--- config.mk ---
export PLATFORM = sky130hd
export DESIGN_NAME = palette_rgb_lut
export DESIGN_NICKNAME = d
export VERILOG_FILES = /design/src/rtl/palette_rgb_lut.sv
export SDC_FILE = /design/constraint.sdc
export NUM_CORES = 1
export LEC_CHECK = 0
export CORE_ASPECT_RATIO = 0.7
export CORE_MARGIN = 2
export CORE_UTILIZATION = 65
export CTS_CLUSTER_SIZE = 20
export DETAILED_ROUTE_END_ITERATION = 6
export DONT_BUFFER_PORTS = 1
export GPL_ROUTABILITY_DRIVEN = 0
export PLACE_DENSITY = 0.89
export SLEW_MARGIN = 20
export SYNTH_ARGS = -nofsm -noshare
export SYNTH_HDL_FRONTEND = slang
export SYNTH_SLANG_ARGS = --single-unit
--- constraint.sdc ---
create_clock -name clk -period 3.9 [get_ports clk]
set_input_delay 0.78 -clock clk [delete_from_list [all_inputs] [get_ports clk]]
set_output_delay 0.78 -clock clk [all_outputs]
set_load 0.05 [all_outputs]
--- src/rtl/palette_rgb_lut.sv ---
`default_nettype none
// +----------------------------------------------------------------------------+
// | palette_rgb_lut                                                            |
// | Run-time loadable palette: coded pixel index -> 24-bit RGB, with per-entry |
// | blink and blanking. Two-stage pipeline feeding the VGA DAC.                |
// | Revision: 1.0                                                              |
// +----------------------------------------------------------------------------+
module palette_rgb_lut #(
  parameter int          IDX_W        = 2,
  parameter int          BLINK_FRAMES = 30,
  parameter logic [23:0] BLINK_RGB    = 24'h000000
) (
  input  logic             clk,
  input  logic             rst_n,
  input  logic [IDX_W-1:0] codedColor,
  input  logic             pix_valid_i,
  input  logic             blank_i,
  input  logic             frame_start_i,
  input  logic             wr_en,
  input  logic [IDX_W-1:0] wr_addr,
  input  logic [23:0]      wr_data,
  input  logic             wr_blink,
  output logic [23:0]      RGB,
  output logic             pix_valid_o,
  output logic             blink_phase_o
);

  localparam int          DEPTH    = 2 ** IDX_W;
  localparam logic [7:0]  CNT_LAST = 8'(BLINK_FRAMES - 1);

  logic [23:0]      pal [DEPTH];
  logic [DEPTH-1:0] blink;

  logic [IDX_W-1:0] s1_idx;
  logic             s1_valid;
  logic             s1_blank;

  logic [7:0]       frame_cnt;
  logic             blink_phase;
  logic [23:0]      rgb_next;

  function automatic logic [23:0] reset_color(input int i);
    case (i)
      0:       return 24'hF73800;
      1:       return 24'hFFA600;
      2:       return 24'hABFFFB;
      default: return 24'h000000;
    endcase
  endfunction

  // One register pair per entry; no read bypass, so a same-cycle read sees the old value.
  generate
    for (genvar g = 0; g < DEPTH; g++) begin : g_entry
      logic [23:0] color;
      logic        blink_en;

      always_ff @(posedge clk or negedge rst_n) begin
        if (!rst_n) begin
          color    <= reset_color(g);
          blink_en <= 1'b0;
        end else if (wr_en && (wr_addr == IDX_W'(g))) begin
          color    <= wr_data;
          blink_en <= wr_blink;
        end
      end

      assign pal[g]   = color;
      assign blink[g] = blink_en;
    end
  endgenerate

  // Global blink timer: phase flips each time the frame count wraps.
  always_ff @(posedge clk or negedge rst_n) begin
    if (!rst_n) begin
      frame_cnt   <= 8'd0;
      blink_phase <= 1'b1;
    end else if (frame_start_i) begin
      if (frame_cnt == CNT_LAST) begin
        frame_cnt   <= 8'd0;
        blink_phase <= ~blink_phase;
      end else begin
        frame_cnt <= frame_cnt + 8'd1;
      end
    end
  end

  always_comb begin
    rgb_next = pal[s1_idx];
    if (s1_blank || !s1_valid) begin
      rgb_next = 24'h000000;
    end else if (blink[s1_idx] && !blink_phase) begin
      rgb_next = BLINK_RGB;
    end
  end

  always_ff @(posedge clk or negedge rst_n) begin
    if (!rst_n) begin
      s1_idx      <= '0;
      s1_valid    <= 1'b0;
      s1_blank    <= 1'b0;
      RGB         <= 24'h000000;
      pix_valid_o <= 1'b0;
    end else begin
      s1_idx      <= codedColor;
      s1_valid    <= pix_valid_i;
      s1_blank    <= blank_i;
      RGB         <= rgb_next;
      pix_valid_o <= s1_valid;
    end
  end

  assign blink_phase_o = blink_phase;

endmodule
`default_nettype wire

==> results.tsv, run 1 <==
stage	metric	value	unit
synth	yosys.area.top_type_share	40.24	%
clock_network	postCtsSetupBuffers	0	
setup_path	path_delay_family	compound AO/OA/AOI/OAI gates	
synth	syn-instance-count	345	
floorplan	num_io_pins	61	
floorplan	die_area	0.009880	mm^2
detailed_routing	vias	2949	
clock_network	cts_tree	yes	
synth	synth.most_common_cell	mux2_2	
power	p_leak	2.772	nW
timing	min_period	2.359	ns
grt	grt_first_pass_wirelength	17350	um
placed_design	port_buffers	0	
synth	synthArstFlopShare	100.0	%
synth	avgSynthCellArea	17.13	um^2
clock_network	clockRootBuffer	clkbuf_16	
synth	syn_nets	382	
layout	diodes	0	
timing	max_slew.worst_pin.slew	0.9388	ns
grt	grt_usage	23.86	%
timing	worst_slack	1.541	ns
setup_path	rrSetupSlack	1.54	ns
setup_path	regToRegEndpoint	RGB[12]$_DFF_PN0_	
floorplan	num_rows	29	
placed_design	hpwlAfterDp	6227	um
status	status	finished clean	
timing	skew	0.005881	ns
synth	synth.yosys.warnings	0	
clock_network	clkLatencyLatePin	0.42	ns
setup_path	critPathArrivalTime	2.61	ns
worst_hold_path	hold_class	in2async	
setup_path	crit_path_top_delay_cell	o221ai_4	
floorplan	core	0.008962	mm^2
timing	final-setup-viol-count	0	
clock_network	cts_resized	0	
synth	seq_area_frac_synth	59.36	%
synth	ys_seq_elements	138	
timing	rsz0062_at_grt	false	
floorplan	start_util	65.92	%
timing	finalCritPeriodShare	60.49	%
setup_path	crit_type	reg2reg	
synth	synth_area_leaders	dfrtp_1, dfstp_2, mux2_2, mux4_1, mux4_2	
placed_design	place_ws	1.514	ns
timing	fmax	423.9	MHz
detailed_routing	wl_per_cell	21.68	um
synth	synth_commonest_cells	mux2_2, dfrtp_1, dfstp_2, nor2b_1, mux4_1	
setup_path	crit_required	4.15	ns
setup_path	path_cells	buf_4 -> or2_1 -> o221ai_4 -> nor2b_1	
synth	synth_flop_cell	dfrtp_1	
placed_design	placed_area	0.005951	mm^2
placed_design	place_inst	455	
grt	grt_max_degree	139	
detailed_routing	firstDrtPassIters	4	
floorplan	die_w	118.0	um
setup_path	cpPeakStageDelay	0.76	ns
clock_network	postCtsHoldBufs	0	
timing	fin_setup_tns	0	ns
layout	final-seq-area	0.003507	mm^2
detailed_routing	drcViolationCount	0	
setup_path	rr_worst_depth	4	
clock_network	clkTransAtPathRegs	0.05	ns
setup_path	cp_num_buf_inv	1	
timing	relSlewSlack	37.41	%
layout	fin_area	0.006569	mm^2
grt	overflow	0	
detailed_routing	drtAntennaViolNets	0	
timing	slew_viol_final	0	
grt	grt_pass1_vias	3255	
setup_path	cp_max_fo	24	
layout	fin_cells	487	
clock_network	numCtsBuffers	17	
setup_path	crit_path_start_kind	register	
clock_network	clock-sinks	138	
timing	finalHoldViolCount	0	
detailed_routing	vias_per_cell	6.055	
layout	final_nets	387	
synth	synth_edf_count	0	
power	total_power	0.004214	W
synth	syn_area	0.005908	mm^2
layout	drive_gt1_share	56.47	%
power	vdd_ir_drop_max	0.4406	mV
synth	yosys.area.top_type	dfrtp_1	
clock_network	cts.path.max_buffers	2	
flow_run	maxCapViolations	0	
layout	multi_input_area	0.002262	mm^2
clock_network	cts.htree.levels	4	
synth	ys_types	38	
detailed_routing	drt_wl_total	10560	um
layout	final.fill_count	550	
setup_path	cp-end-kind	register	
grt	antenna_found_initial	0	
floorplan	die-height	83.77	um
layout	syn2layout_area_growth	11.18	%
detailed_routing	first_iter_violations	185	
setup_path	r2r_start	s1_idx[0]$_DFF_PN0_	
power	power.density	641.5	mW/mm^2
==> registers in the layout (all words and copies together) (netlist names) <==
signal / flops
s1_idx: 2
blink_phase_o: 1
g_entry.blink_en: 4
s1_valid: 1
pix_valid_o: 1
frame_cnt: 8
RGB: 24
g_entry.color: 96
s1_blank: 1
==> metrics by stage <==
step                hold WS, ns  util, %
global placement         0.3512    66.40
CTS                     0.04084    73.29
detailed placement       0.3574    66.40
floorplan                0.3465        -
finish                  0.06025    73.29
global route            0.03964    73.29
==> cells in the final DEF, fill, tap and decap left out, types with 2 or more instances in the layout <==
cell | synthesis | final
a21oi_1 | 3 | 3
buf_4 | 2 | 3
bufinv_16 | 0 | 4
clkbuf_16 | 0 | 17
clkinv_2 | 0 | 5
clkinvlp_4 | 0 | 4
dfrtp_1 | 95 | 95
dfstp_2 | 43 | 43
ha_1 | 2 | 2
mux2_2 | 100 | 100
mux2i_1 | 4 | 4
mux4_1 | 14 | 14
mux4_2 | 10 | 10
nand2_1 | 5 | 5
nand3b_2 | 2 | 2
nand4_1 | 2 | 2
nor2b_1 | 16 | 16
nor2b_2 | 8 | 8
nor2b_4 | 2 | 2
xnor2_1 | 2 | 2
==> metal layers <==
metal / up-vias / track usage, % / part of all wire (%)
met2: 69 / 36.47 / 48
met3: 14 / 8.743 / 6.2
met4: 0 / 9.858 / 1.4
li1: 1286 / - / -
met1: 1580 / 31.39 / 45
met5: - / 0 / 0
==> power breakdown <==
group          switching (W)  internal, W  leakage, nW
registers           0.000271      0.00175         1.62
logic               0.000186     0.000336        0.857
clock network       0.000589      0.00108        0.295
==> area by class of cell <==
cell class              count  area share, %
multi-input cells         189          34.44
inverters                   1        0.05714
well taps                 124          2.362
flip-flops and latches    138          53.39
clock buffers              19          6.743
repair buffers              3         0.3429
clock inverters            13          2.667
==> worst max-delay path by stage <==
stage,depth (start not counted),end,startpoint,slack (ns)
global route,4,RGB[3]$_DFF_PN0_,s1_idx[0]$_DFF_PN0_,1.38
floorplan,3,g_entry[0].color[1]$_DFFE_PN0P_,wr_addr[0],2.15
global placement,4,RGB[12]$_DFF_PN0_,s1_idx[0]$_DFF_PN0_,1.61
CTS,4,RGB[12]$_DFF_PN0_,s1_idx[0]$_DFF_PN0_,1.48
detailed placement,4,RGB[12]$_DFF_PN0_,s1_idx[0]$_DFF_PN0_,1.51
finish,4,RGB[12]$_DFF_PN0_,s1_idx[0]$_DFF_PN0_,1.54
==> cells by family after synthesis <==
group / synth area share (%)
adders and majority gates: 0.4235
AOI/OAI and AO/OA: 1.525
xor gates and xnor gates: 0.4448
and+or+nand+nor: 5.739
DFF: 59.36
muxes: 29.97
buffers and inverters: 2.541
Power figures use the tool's default switching activity.
==> run 2, diff against run 1 <==
--- a/config.mk
+++ b/config.mk
@@ -7,12 +7,12 @@
 export LEC_CHECK = 0
 export CORE_ASPECT_RATIO = 0.7
 export CORE_MARGIN = 2
-export CORE_UTILIZATION = 65
+export CORE_UTILIZATION = 63
 export CTS_CLUSTER_SIZE = 20
 export DETAILED_ROUTE_END_ITERATION = 6
 export DONT_BUFFER_PORTS = 1
 export GPL_ROUTABILITY_DRIVEN = 0
-export PLACE_DENSITY = 0.89
+export PLACE_DENSITY = 0.87
 export SLEW_MARGIN = 20
 export SYNTH_ARGS = -nofsm -noshare
 export SYNTH_HDL_FRONTEND = slang
==> constraint.sdc (replaced) <==
create_clock -name clk -period 2.43 [get_ports clk]
set_input_delay 0.486 -clock clk [delete_from_list [all_inputs] [get_ports clk]]
set_output_delay 0.486 -clock clk [all_outputs]
set_load 0.05 [all_outputs]
==> run 2 against run 1 <==
Effect of this change:
- the flow now finishes with violations (negative hold slack)
- core utilization is 0.89 points lower
- sequential share of layout area hardly changed
- clock skew is 0.0026 ns higher
- power is 59% higher
- register-to-register slack worse by 1.0 ns
- highest routed layer unchanged
- critical endpoint is now RGB[1]$_DFF_PN0_
- sequential power is 61% higher
- fmax is 22% higher
==> results.tsv, run 2 (synthesized netlist as in run 1, its figures left out) <==
stage	metric	value	unit	change
status	status	finished, violations left		
status	violations	negative hold slack		
clock_network	postCtsSetupBuffers	0		unchanged
detailed_routing	wl_per_cell	21.87	um	+0.86%
floorplan	start_util	65.13	%	-0.79 points
timing	hold_slack	-0.2365	ns	-0.2967 ns
flow_run	maxCapViolations	0		unchanged
timing	relSlewSlack	44.57	%	+7.2 points
detailed_routing	drt_wl_total	10650	um	+0.86%
placed_design	hpwlAfterDp	6025	um	-3.3%
setup_path	crit_path_start_kind	register		
setup_path	cp_max_fo	26		+8.3%
floorplan	die_w	119.7	um	+1.5%
setup_path	critPathArrivalTime	2.20	ns	-0.41 ns
power	power.density	1022	mW/mm^2	+59%
detailed_routing	firstDrtPassIters	4		unchanged
clock_network	clockRootBuffer	clkbuf_16		
timing	slew_viol_final	0		unchanged
power	p_int	0.005046	W	+59%
setup_path	crit_type	reg2reg		
power	combPwrFrac	12.2	%	-0.2 points
worst_hold_path	hold_class	in2async		
timing	max_slew.worst_pin.slew	0.8270	ns	-0.1118 ns
clock_network	cts.path.max_buffers	2		unchanged
placed_design	place_ws	0.5081	ns	-1.006 ns
layout	diodes	0		unchanged
timing	worst_slack	0.5028	ns	-1.038 ns
detailed_routing	first_iter_violations	145		-22%
placed_design	port_buffers	0		unchanged
detailed_routing	vias_per_cell	6.105		+0.81%
floorplan	die_area	0.01018	mm^2	+3.0%
power	power.switching	0.001666	W	+59%
timing	fin_setup_tns	0	ns	unchanged
timing	rsz0062_at_grt	false		
timing	finalHoldViolCount	138		+138
timing	skew	0.008457	ns	+0.002576 ns
grt	overflow	0		unchanged
floorplan	num_io_pins	61		unchanged
layout	largest_register	g_entry.color		
power	swShare	24.82	%	about the same
timing	finalCritPeriodShare	79.31	%	+19 points
layout	syn2layout_area_growth	11.16	%	about the same
layout	drive_gt1_share	56.75	%	+0.28 points
grt	antenna_found_initial	0		unchanged
layout	final_common_cell	mux2_2		
layout	final_nets	387		unchanged
grt	grt_pass1_vias	3339		+2.6%
timing	fmax	518.9	MHz	+22%
clock_network	clock-sinks	138		unchanged
clock_network	clkLatencyLatePin	0.41	ns	about the same
clock_network	numCtsBuffers	17		unchanged
layout	largest_reg_flops	96		unchanged
power	p_seq_share	48.7	%	+0.6 points
layout	top_regs	g_entry.color x96, RGB x24, frame_cnt x8		
layout	final_core_util	72.40	%	-0.89 points
timing	min_period	1.927	ns	-0.4317 ns
power	p_leak	2.771	nW	about the same
setup_path	cp-end-kind	register		
clock_network	clkTransAtPathRegs	0.06	ns	about the same
power	vdd_ir_drop_max	0.6844	mV	+55%
detailed_routing	vias	2973		+0.81%
power	p_clk_share	39.1	%	-0.5 points
grt	grt_first_pass_wirelength	17390	um	+0.24%
layout	fin_cells	487		unchanged
floorplan	die-height	85.02	um	+1.5%
detailed_routing	drcViolationCount	0		unchanged
detailed_routing	drtAntennaViolNets	0		unchanged
clock_network	cts.htree.levels	4		unchanged
grt	grt_usage	23.18	%	-0.68 points
clock_network	cts_resized	0		unchanged
layout	final_cell_mix	mux2_2, dfrtp_1, dfstp_2		
grt	grt_max_degree	139		unchanged
timing	final-setup-viol-count	0		unchanged
placed_design	place_inst	455		unchanged
floorplan	num_rows	29		unchanged
clock_network	cts_tree	yes		
setup_path	crit_required	2.71	ns	-1.44 ns
floorplan	core	0.009071	mm^2	+1.2%
-- run 2: cell type report --
| cell class | count | area (um^2) |
|---|---|---|
| Clock buffer | 21 | 470.5 |
| Timing Repair Buffer | 3 | 22.52 |
| Tap cell | 124 | 155.1 |
| Clock inverter | 11 | 145.1 |
| Sequential cell | 138 | 3508 |
| Fill cell | 546 | 2504 |
| Inverter | 1 | 3.754 |
| Multi-Input combinational cell | 189 | 2262 |
-- run 2: critical path, stage by stage (launching register included) --
cell,delay (ns)
dfrtp_2,0.90
nand2b_1,0.20
o221ai_4,0.19
buf_4,0.38
nor2b_1,0.11
-- run 2: final timing paths --
check / start / to / slack (ns) / cells past startpoint
worst max-delay path: s1_idx[0]$_DFF_PN0_ / RGB[1]$_DFF_PN0_ / 0.50 / 4
worst min-delay path: rst_n / g_entry[3].color[15]$_DFFE_PN0P_ / -0.24 / 0
worst max register to register: s1_idx[0]$_DFF_PN0_ / RGB[1]$_DFF_PN0_ / 0.50 / 4
worst min register to register: s1_valid$_DFF_PN0_ / pix_valid_o$_DFF_PN0_ / 0.38 / 0
max in group asynchronous: rst_n / g_entry[2].color[9]$_DFFE_PN1P_ / 2.44 / 0
min in group clk: codedColor[0] / s1_idx[0]$_DFF_PN0_ / 0.10 / 0
-- run 2: routing by layer --
layer	global-route usage [%]	routed length [um]	vias up
met1	27.81	4385	1589
met4	8.877	162	0
li1	-	-	1283
met2	38.29	5310	81
met3	9.207	791	20
met5	0	0	-
-- run 2: per-stage QoR --
step | cell area [um^2] | hold WS (ns) | total power, W
after floorplan | 5908 | 0.1904 | 0.003916
after global placement | 5952 | 0.1940 | 0.004021
after detailed placement | 5952 | 0.1936 | 0.004102
after CTS | 6568 | -0.2523 | 0.006771
after global routing | 6568 | -0.2577 | 0.006992
final | 6568 | -0.2365 | 0.006712
-- run 2: power groups by stage --
stage / clock network, W / registers, W / logic (W)
after global placement: 0 / 0.00325 / 0.000772
after CTS: 0.00268 / 0.00327 / 0.000827
final: 0.00263 / 0.00327 / 0.000819
after detailed placement: 0 / 0.00329 / 0.000815
after floorplan: 0 / 0.00318 / 0.000734
after global routing: 0.00278 / 0.00332 / 0.000894
